[src/rtl/load_store_unit.sv]
// rtl/load_store_unit.sv - multi-cycle load/store initiator with sub-word read-modify-write stores
// Optional build macro LSU_MISALIGN_TRAP_EN: trap misaligned H/W accesses instead of forcing alignment.
module load_store_unit #(
  parameter int ADDRESS_WIDTH = 32
) (
  input  logic                     clk,
  input  logic                     rst_n,
  input  logic                     req_valid,
  output logic                     req_ready,
  input  logic                     req_write,
  input  logic [2:0]               req_funct3,
  input  logic [ADDRESS_WIDTH-1:0] req_addr,
  input  logic [31:0]              req_wdata,
  output logic                     resp_valid,
  output logic [31:0]              resp_rdata,
  output logic                     resp_err,
  output logic [ADDRESS_WIDTH-1:0] mem_address,
  output logic                     mem_write_enable,
  output logic [31:0]              mem_wdata,
  input  logic [31:0]              mem_rdata
);

  typedef enum logic [2:0] {IDLE, LOAD, RMW_READ, WRITE, RESP} state_t;

  state_t      state, state_next;
  logic [2:0]  funct3_q;
  logic [1:0]  addr_lo_q;
  logic [15:0] wdata_lo_q;
  logic [31:0] merge_q;
  logic        accept, illegal, misaligned, req_err;
  logic [7:0]  lane_b;
  logic [15:0] lane_h;
  logic [31:0] load_data, store_merge;

  assign accept = (state == IDLE) && req_valid;

  always_comb begin
    illegal = (req_funct3 == 3'b011) || (req_funct3[2:1] == 2'b11) ||
              (req_write && req_funct3[2]);
`ifdef LSU_MISALIGN_TRAP_EN
    misaligned = ((req_funct3[1:0] == 2'b01) && req_addr[0]) ||
                 ((req_funct3 == 3'b010) && (req_addr[1:0] != 2'b00));
`else
    misaligned = 1'b0;
`endif
    req_err = illegal || misaligned;
  end

  // Halfword lane uses only addr[1], which also forces H alignment when trapping is off.
  always_comb begin
    lane_b = mem_rdata[{addr_lo_q, 3'b000} +: 8];
    lane_h = mem_rdata[{addr_lo_q[1], 4'b0000} +: 16];
    case (funct3_q)
      3'b000:  load_data = {{24{lane_b[7]}}, lane_b};
      3'b001:  load_data = {{16{lane_h[15]}}, lane_h};
      3'b100:  load_data = {24'h000000, lane_b};
      3'b101:  load_data = {16'h0000, lane_h};
      default: load_data = mem_rdata;
    endcase
  end

  always_comb begin
    store_merge = mem_rdata;
    if (funct3_q[1:0] == 2'b00)
      store_merge[{addr_lo_q, 3'b000} +: 8] = wdata_lo_q[7:0];
    else
      store_merge[{addr_lo_q[1], 4'b0000} +: 16] = wdata_lo_q;
  end

  always_ff @(posedge clk or negedge rst_n) begin
    if (!rst_n) state <= IDLE;
    else        state <= state_next;
  end

  always_comb begin
    state_next = state;
    case (state)
      IDLE: begin
        if (req_valid) begin
          if (req_err)                    state_next = RESP;
          else if (!req_write)            state_next = LOAD;
          else if (req_funct3 == 3'b010)  state_next = WRITE;
          else                            state_next = RMW_READ;
        end
      end
      LOAD:     state_next = RESP;
      RMW_READ: state_next = WRITE;
      WRITE:    state_next = RESP;
      RESP:     state_next = IDLE;
      default:  state_next = IDLE;
    endcase
  end

  always_comb begin
    req_ready        = (state == IDLE);
    resp_valid       = (state == RESP);
    mem_write_enable = (state == WRITE);
  end

  assign mem_wdata = merge_q;

  // mem_address only moves for requests that will touch the RAM; errors leave it untouched.
  always_ff @(posedge clk or negedge rst_n) begin
    if (!rst_n) begin
      funct3_q    <= 3'b000;
      addr_lo_q   <= 2'b00;
      wdata_lo_q  <= 16'h0000;
      merge_q     <= 32'h0;
      resp_rdata  <= 32'h0;
      resp_err    <= 1'b0;
      mem_address <= '0;
    end else begin
      if (accept) begin
        funct3_q   <= req_funct3;
        addr_lo_q  <= req_addr[1:0];
        wdata_lo_q <= req_wdata[15:0];
        resp_rdata <= 32'h0;
        resp_err   <= req_err;
        if (!req_err)
          mem_address <= {req_addr[ADDRESS_WIDTH-1:2], 2'b00};
        if (req_write && (req_funct3 == 3'b010))
          merge_q <= req_wdata;
      end
      if (state == LOAD)
        resp_rdata <= load_data;
      if (state == RMW_READ)
        merge_q <= store_merge;
    end
  end

endmodule

[config.mk]
export PLATFORM = sky130hd
export DESIGN_NAME = load_store_unit
export DESIGN_NICKNAME = d
export VERILOG_FILES = /design/src/rtl/load_store_unit.sv
export SDC_FILE = /design/constraint.sdc
export NUM_CORES = 1
export LEC_CHECK = 0
export CORE_MARGIN = 2
export CORE_UTILIZATION = 30
export DETAILED_ROUTE_END_ITERATION = 10
export PLACE_DENSITY = 0.58
export SYNTH_ARGS = -nofsm -noshare
export SYNTH_HDL_FRONTEND = slang
export SYNTH_SLANG_ARGS = --single-unit
[constraint.sdc]
create_clock -name clk -period 2.3 [get_ports clk]
set_input_delay 0.46 -clock clk [delete_from_list [all_inputs] [get_ports clk]]
set_output_delay 0.46 -clock clk [all_outputs]
set_load 0.02 [all_outputs]
Word level (Yosys, flattened, before mapping)
Index checks and enable logic that the tools add are counted.
Word-level totals
  bits in registers: 119
  bits of input ports: 103
  logic and storage cells: 56
Cells by class
  add/sub/neg operators: 2
  equal/unequal tests: 11
  shift operators: 6
  muxes and demuxes: 14
  bitwise logic cells: 1
  reductions and logical operators: 14
Operator list (number)
  32-bit two-way mux: 6
  32-bit case mux with 4 select lines: 1
  32-bit bitwise mux: 2
  16-bit by 7-bit variable shift with 32-bit output (first input constant): 1
  8-bit by 7-bit variable shift with 32-bit output (first input constant): 1
  16-bit by 7-bit variable part select with 32-bit output: 1
  32-bit by 6-bit variable part select with 16-bit output: 1
  32-bit by 6-bit variable part select with 8-bit output: 1
  8-bit by 7-bit variable part select with 32-bit output: 1
  5-bit negator with 7-bit output: 2
  3-bit by 2-bit equality test with 1-bit output (second input constant): 4
  3-bit equality test (second input constant): 3
  3-bit case mux with 3 select lines: 1
  3-bit by 1-bit equality test with 1-bit output (second input constant): 2
  3-bit logical NOT: 2
  3-bit two-way mux: 2
  2-bit nonzero test: 3
  2-bit AND reduction: 2
  1-bit logical AND: 3
  2-bit equality test (second input constant): 1
  2-bit logical NOT: 1
  1-bit logical OR: 2
  2-bit two-way mux: 1
  2-bit != test (second input constant): 1
  other kinds (3): 3

Depth between registers and ports, before layout
  depth after elaboration: 6
  gate-level depth with buffers: 9
  gate-level depth less buffers: 6

Least setup slack after synthesis
No wires, ideal clock.
  kind: register -> register
  start point: register addr_lo_q[1]
  end point: register merge_q[24], in the netlist mem_wdata[24]
  arrival: 1.949 ns
  data required time: 2.218 ns
  slack: 0.269 ns
  stages on the path, launching flop included: 10
  period minus slack after synthesis: 2.031 ns
  cells stage by stage: dfrtp_1 -> buf_2 -> inv_1 -> ha_1 -> or3b_1 -> clkbuf_1 -> buf_2 -> o221ai_1 -> a21oi_1 -> a31oi_1
On the way
  word-level cells in the longest chain between the ends: 5
Ends and longest elaborated chain
  start: declaration: line 27  | logic [1:0] addr_lo_q;
  start signal: assignment: line 115  | addr_lo_q <= req_addr[1:0];
  5-bit negator with 7-bit output, on equally long branches: line 67, 65
  16-bit by 7-bit variable part select with 32-bit output, or another cell as far along: line 67  | store_merge[{addr_lo_q[1], 4'b0000} +: 16] = wdata_lo_q;
  32-bit bitwise mux, on equally long branches: line 67, 65
  32-bit two-way mux (*): line 64  | if (funct3_q[1:0] == 2'b00)
  32-bit two-way mux (*): line 126  | if (state == RMW_READ)
  end signal: assignment: line 122  | merge_q <= req_wdata;
  end signal: assignment: line 127  | merge_q <= store_merge;
  end: declaration: line 29  | logic [31:0] merge_q;
Every way passes the cells marked *; elsewhere a longest branch is shown, timed or not.
A chain may end at the register's enable or synchronous reset.

Worst setup path in the final report
  start point: register state[2]
  end point: output mem_write_enable
On the way
  word-level cells in the longest chain between the ends: 1
Ends and longest elaborated chain
  start: declaration: line 25  | state_t state, state_next;
  start signal: assignment: line 72  | else state <= state_next;
  3-bit by 2-bit equality test with 1-bit output: line 97  | mem_write_enable = (state == WRITE);
  end: declaration: line 18  | output logic mem_write_enable,
Every way passes these cells.

==> metrics list <==
- For this run, the leading register cell type out of synthesis is dfrtp_1.
- Core outline area: 0.02004 mm²
* Leading cell types in the layout, fill and taps excluded: clkdlybuf4s50_1, nand2_1, dfrtp_1, mux2_2, a31oi_1
* Number of H-tree levels: 4
- Place WS: -54.41 ps
- CP startpoint kind: flop
* Number of maximum-capacitance violations: 0
- Synthesis inferred 119 register bits.
- In this run the worst setup path begins at state[2].
- In this run the static leakage power is 3.759 nW.
- Worst VDD drop: 0.6920 mV
* Slew of the pin with the lowest slew margin: 1183 ps
- No sink is reached through more buffers than the 2 on the longest clock path.
* Relative slew slack: 0.2108
- Num CTS Buffers: 17
- Maximum number of pins on one net before global-route repair: 45
* Violation count after the first detailed-routing iteration: 341
* Total count of hold-check failures in the final report: 0
- The biggest area contributor in the post-synthesis netlist is dfrtp_1.
* Placed wire-length estimate: 15.86 mm
- The floorplan has 52 rows.
- The number of max-slew violations in the final report was 0.
- Measured along the y axis, the die boundary spans 146.3 µm.
* Areal power density over the cells: 1441 mW/mm²
- Antenna violations before repair: 0
- CTS Root Buffer Type: clkbuf_16
* Fraction of final layout cells sized beyond drive strength 1: 0.1763
- Clock-pin slew was measured on the worst setup and hold paths at 60 ps.
- The routed layout has 5469 vias.
- The number of global-route vias before repair is 5411.
- Ratio of final minimum period to clock period: 0.9569
- After synthesis, the share of flip-flops with an asynchronous set or reset is 1.000.
- After detailed routing, the total wire length is 20.85 mm.
- Pin placement for this block handled 203 I/O pins.
* Worst hold path startpoint: resp_rdata[10]
- Weighted congestion reported at the end of routability-driven placement: 0.9038
* Signed area change from the synthesized netlist to the final layout: 48.98%
- Averaged over all synthesized cells, the footprint is 10.31 µm².
- Clock skew: 10.02 ps
- The library cell used most frequently in the layout, excluding fill and tap cells, is clkdlybuf4s50_1.
- TritonCTS built the clock tree.
- Number of inserted diodes: 0
* ANT nets after route: 0
- Total congestion overflow after global routing: 0
- The initial utilization of the core area, before any placement, comes to 0.3030.
- Across every metal layer, demand over resource in global routing totals 0.1940.
* Total of buffers placed on input and output ports: 200
- After detailed routing, the number of remaining DRC violations is 0.
- Tot Pwr: 13.04 mW
* Class of the worst hold path: flop to flop
- Endpoint arrival time on the critical path: 1740 ps
- Endpoint class of the critical path: output pin
* Status: finished clean
* Portion of the post-synthesis area used by sequential elements: 0.4904
- Number of fill cells: 1921
- For the worst setup path, the data required time is 1840 ps.
* Vias per cell: 5.111
* Reg2Reg Launch Point: addr_lo_q[1]
- Netlist area before placement: 0.006072 mm²
- Area share of the largest cell type after synthesis: 0.4904
- Die W: 146.3 µm
- Dividing the detail-routed wire length by the instance count gives 19.49 µm.
* Setup_tns: 0 ps
- Cell types with the largest area share after synthesis: dfrtp_1, mux2_2, nand2_1
- The clock drives 119 sinks.
- Critical path start-end classification: flop to output pin
- # setup viols final: 0
- Post CTS Setup Buffer Count: 0
- Counting flops with a built-in enable in the synthesized netlist gives 0.
- Area of the die: 0.02139 mm²
* Final WS setup: 99.22 ps
- Number of distinct library cells after synthesis: 48
- Synthesized instance count: 589
- Peak clock frequency supported by timing: 0.4544 GHz
* Warnings from Yosys: 0
- Smallest hold slack: 472.3 ps
* Tmin final: 2201 ps
* RSZ-0062 raised after global routing: no
- The first global-routing pass estimated 31.77 mm of wire.
- NumNets Final: 896
- DR pass1 iterations: 5
* Worst skew pair latency: 430 ps
* Top fanout value on the critical path: 10
==> path summary, 6_finish.rpt <==
check	end	slack, ps	cells past startpoint
worst max-delay path	mem_write_enable	100	2
worst min-delay path	resp_rdata[10]	470	2
worst max register to register	mem_wdata[7]	190	6
worst min register to register	resp_rdata[10]	470	2
max in group asynchronous	mem_wdata[11]	1070	3
min in group asynchronous	resp_rdata[18]	480	2
==> final cells by class <==
class,instances,area [µm²],share of cell area
sequential,119,2982,0.3296
clock inverter,12,127.6,0.01411
inverter,19,71.32,0.007884
timing repair buffer,229,2267,0.2506
multi-input combinational,402,2808,0.3104
clock buffer,19,452.9,0.05007
tap,270,337.8,0.03734
==> worst max-delay path, cell delays in order (launching register included) <==
cell and delay [ps]:
dfrtp_2 470, and3b_1 240, clkdlybuf4s50_1 610
==> Yosys cell counts (2+ instances only) <==
| cell | count |
|---|---|
| nor3_1 | 5 |
| buf_4 | 3 |
| a22o_1 | 12 |
| a21oi_1 | 19 |
| nand2_1 | 120 |
| nor2b_1 | 2 |
| o21ai_0 | 12 |
| a221o_2 | 6 |
| mux2_2 | 57 |
| a221oi_1 | 16 |
| or3b_1 | 2 |
| dfrtp_1 | 119 |
| nor3b_1 | 5 |
| o211ai_1 | 8 |
| nor2_1 | 12 |
| nand3_1 | 8 |
| nand3b_1 | 10 |
| ha_1 | 5 |
| buf_2 | 16 |
| a32o_1 | 2 |
| mux2i_1 | 9 |
| inv_1 | 19 |
| o221ai_1 | 22 |
| clkbuf_1 | 29 |
| nand2b_1 | 10 |
| a22o_2 | 6 |
| a31oi_1 | 33 |
| o21a_1 | 2 |
==> cells by family after synthesis <==
family | count (synthesis) | share of synthesized area
simple gates | 181 | 0.1379
compound gates | 145 | 0.1826
flops | 119 | 0.4904
buf+inv | 69 | 0.04904
mux | 69 | 0.1292
fa+ha+maj | 5 | 0.01030
other cells | 1 | 0.0006176
==> routing by layer <==
layer	part of all wire	track usage	up-vias
met5	0	0	-
met4	0.022	0.06893	0
met3	0.057	0.04188	30
met2	0.47	0.3007	191
met1	0.46	0.2689	2712
li1	-	-	2536
==> metrics by stage <==
step,util,cells,area [µm²]
global placement,0.4218,1038,8452
finish,0.4514,1070,9046
detailed placement,0.4218,1038,8452
CTS,0.4512,1070,9041
floorplan,-,590,6076
global route,0.4514,1070,9046
==> power by group <==
group          internal (mW)  switching [mW]
clock                   1.64           0.989
sequential              3.09           0.778
combinational           3.09            3.45
total                   7.82            5.22
==> what timing repair did <==
item | in CTS | in global routing
endpoints found under the setup margin | 2 | 5
endpoints found under the hold margin | 22 | 0
gates resized for setup | 3 | 3
hold buffers | 1 | 0
==> flip-flops by register name (all words and copies together), names as in the netlist <==
register / cells
funct3_q: 3
wdata_lo_q: 16
resp_err: 1
resp_rdata: 32
state: 3
mem_address: 30
addr_lo_q: 2
mem_wdata: 32
No activity file was read; power rests on OpenSTA's default activity.
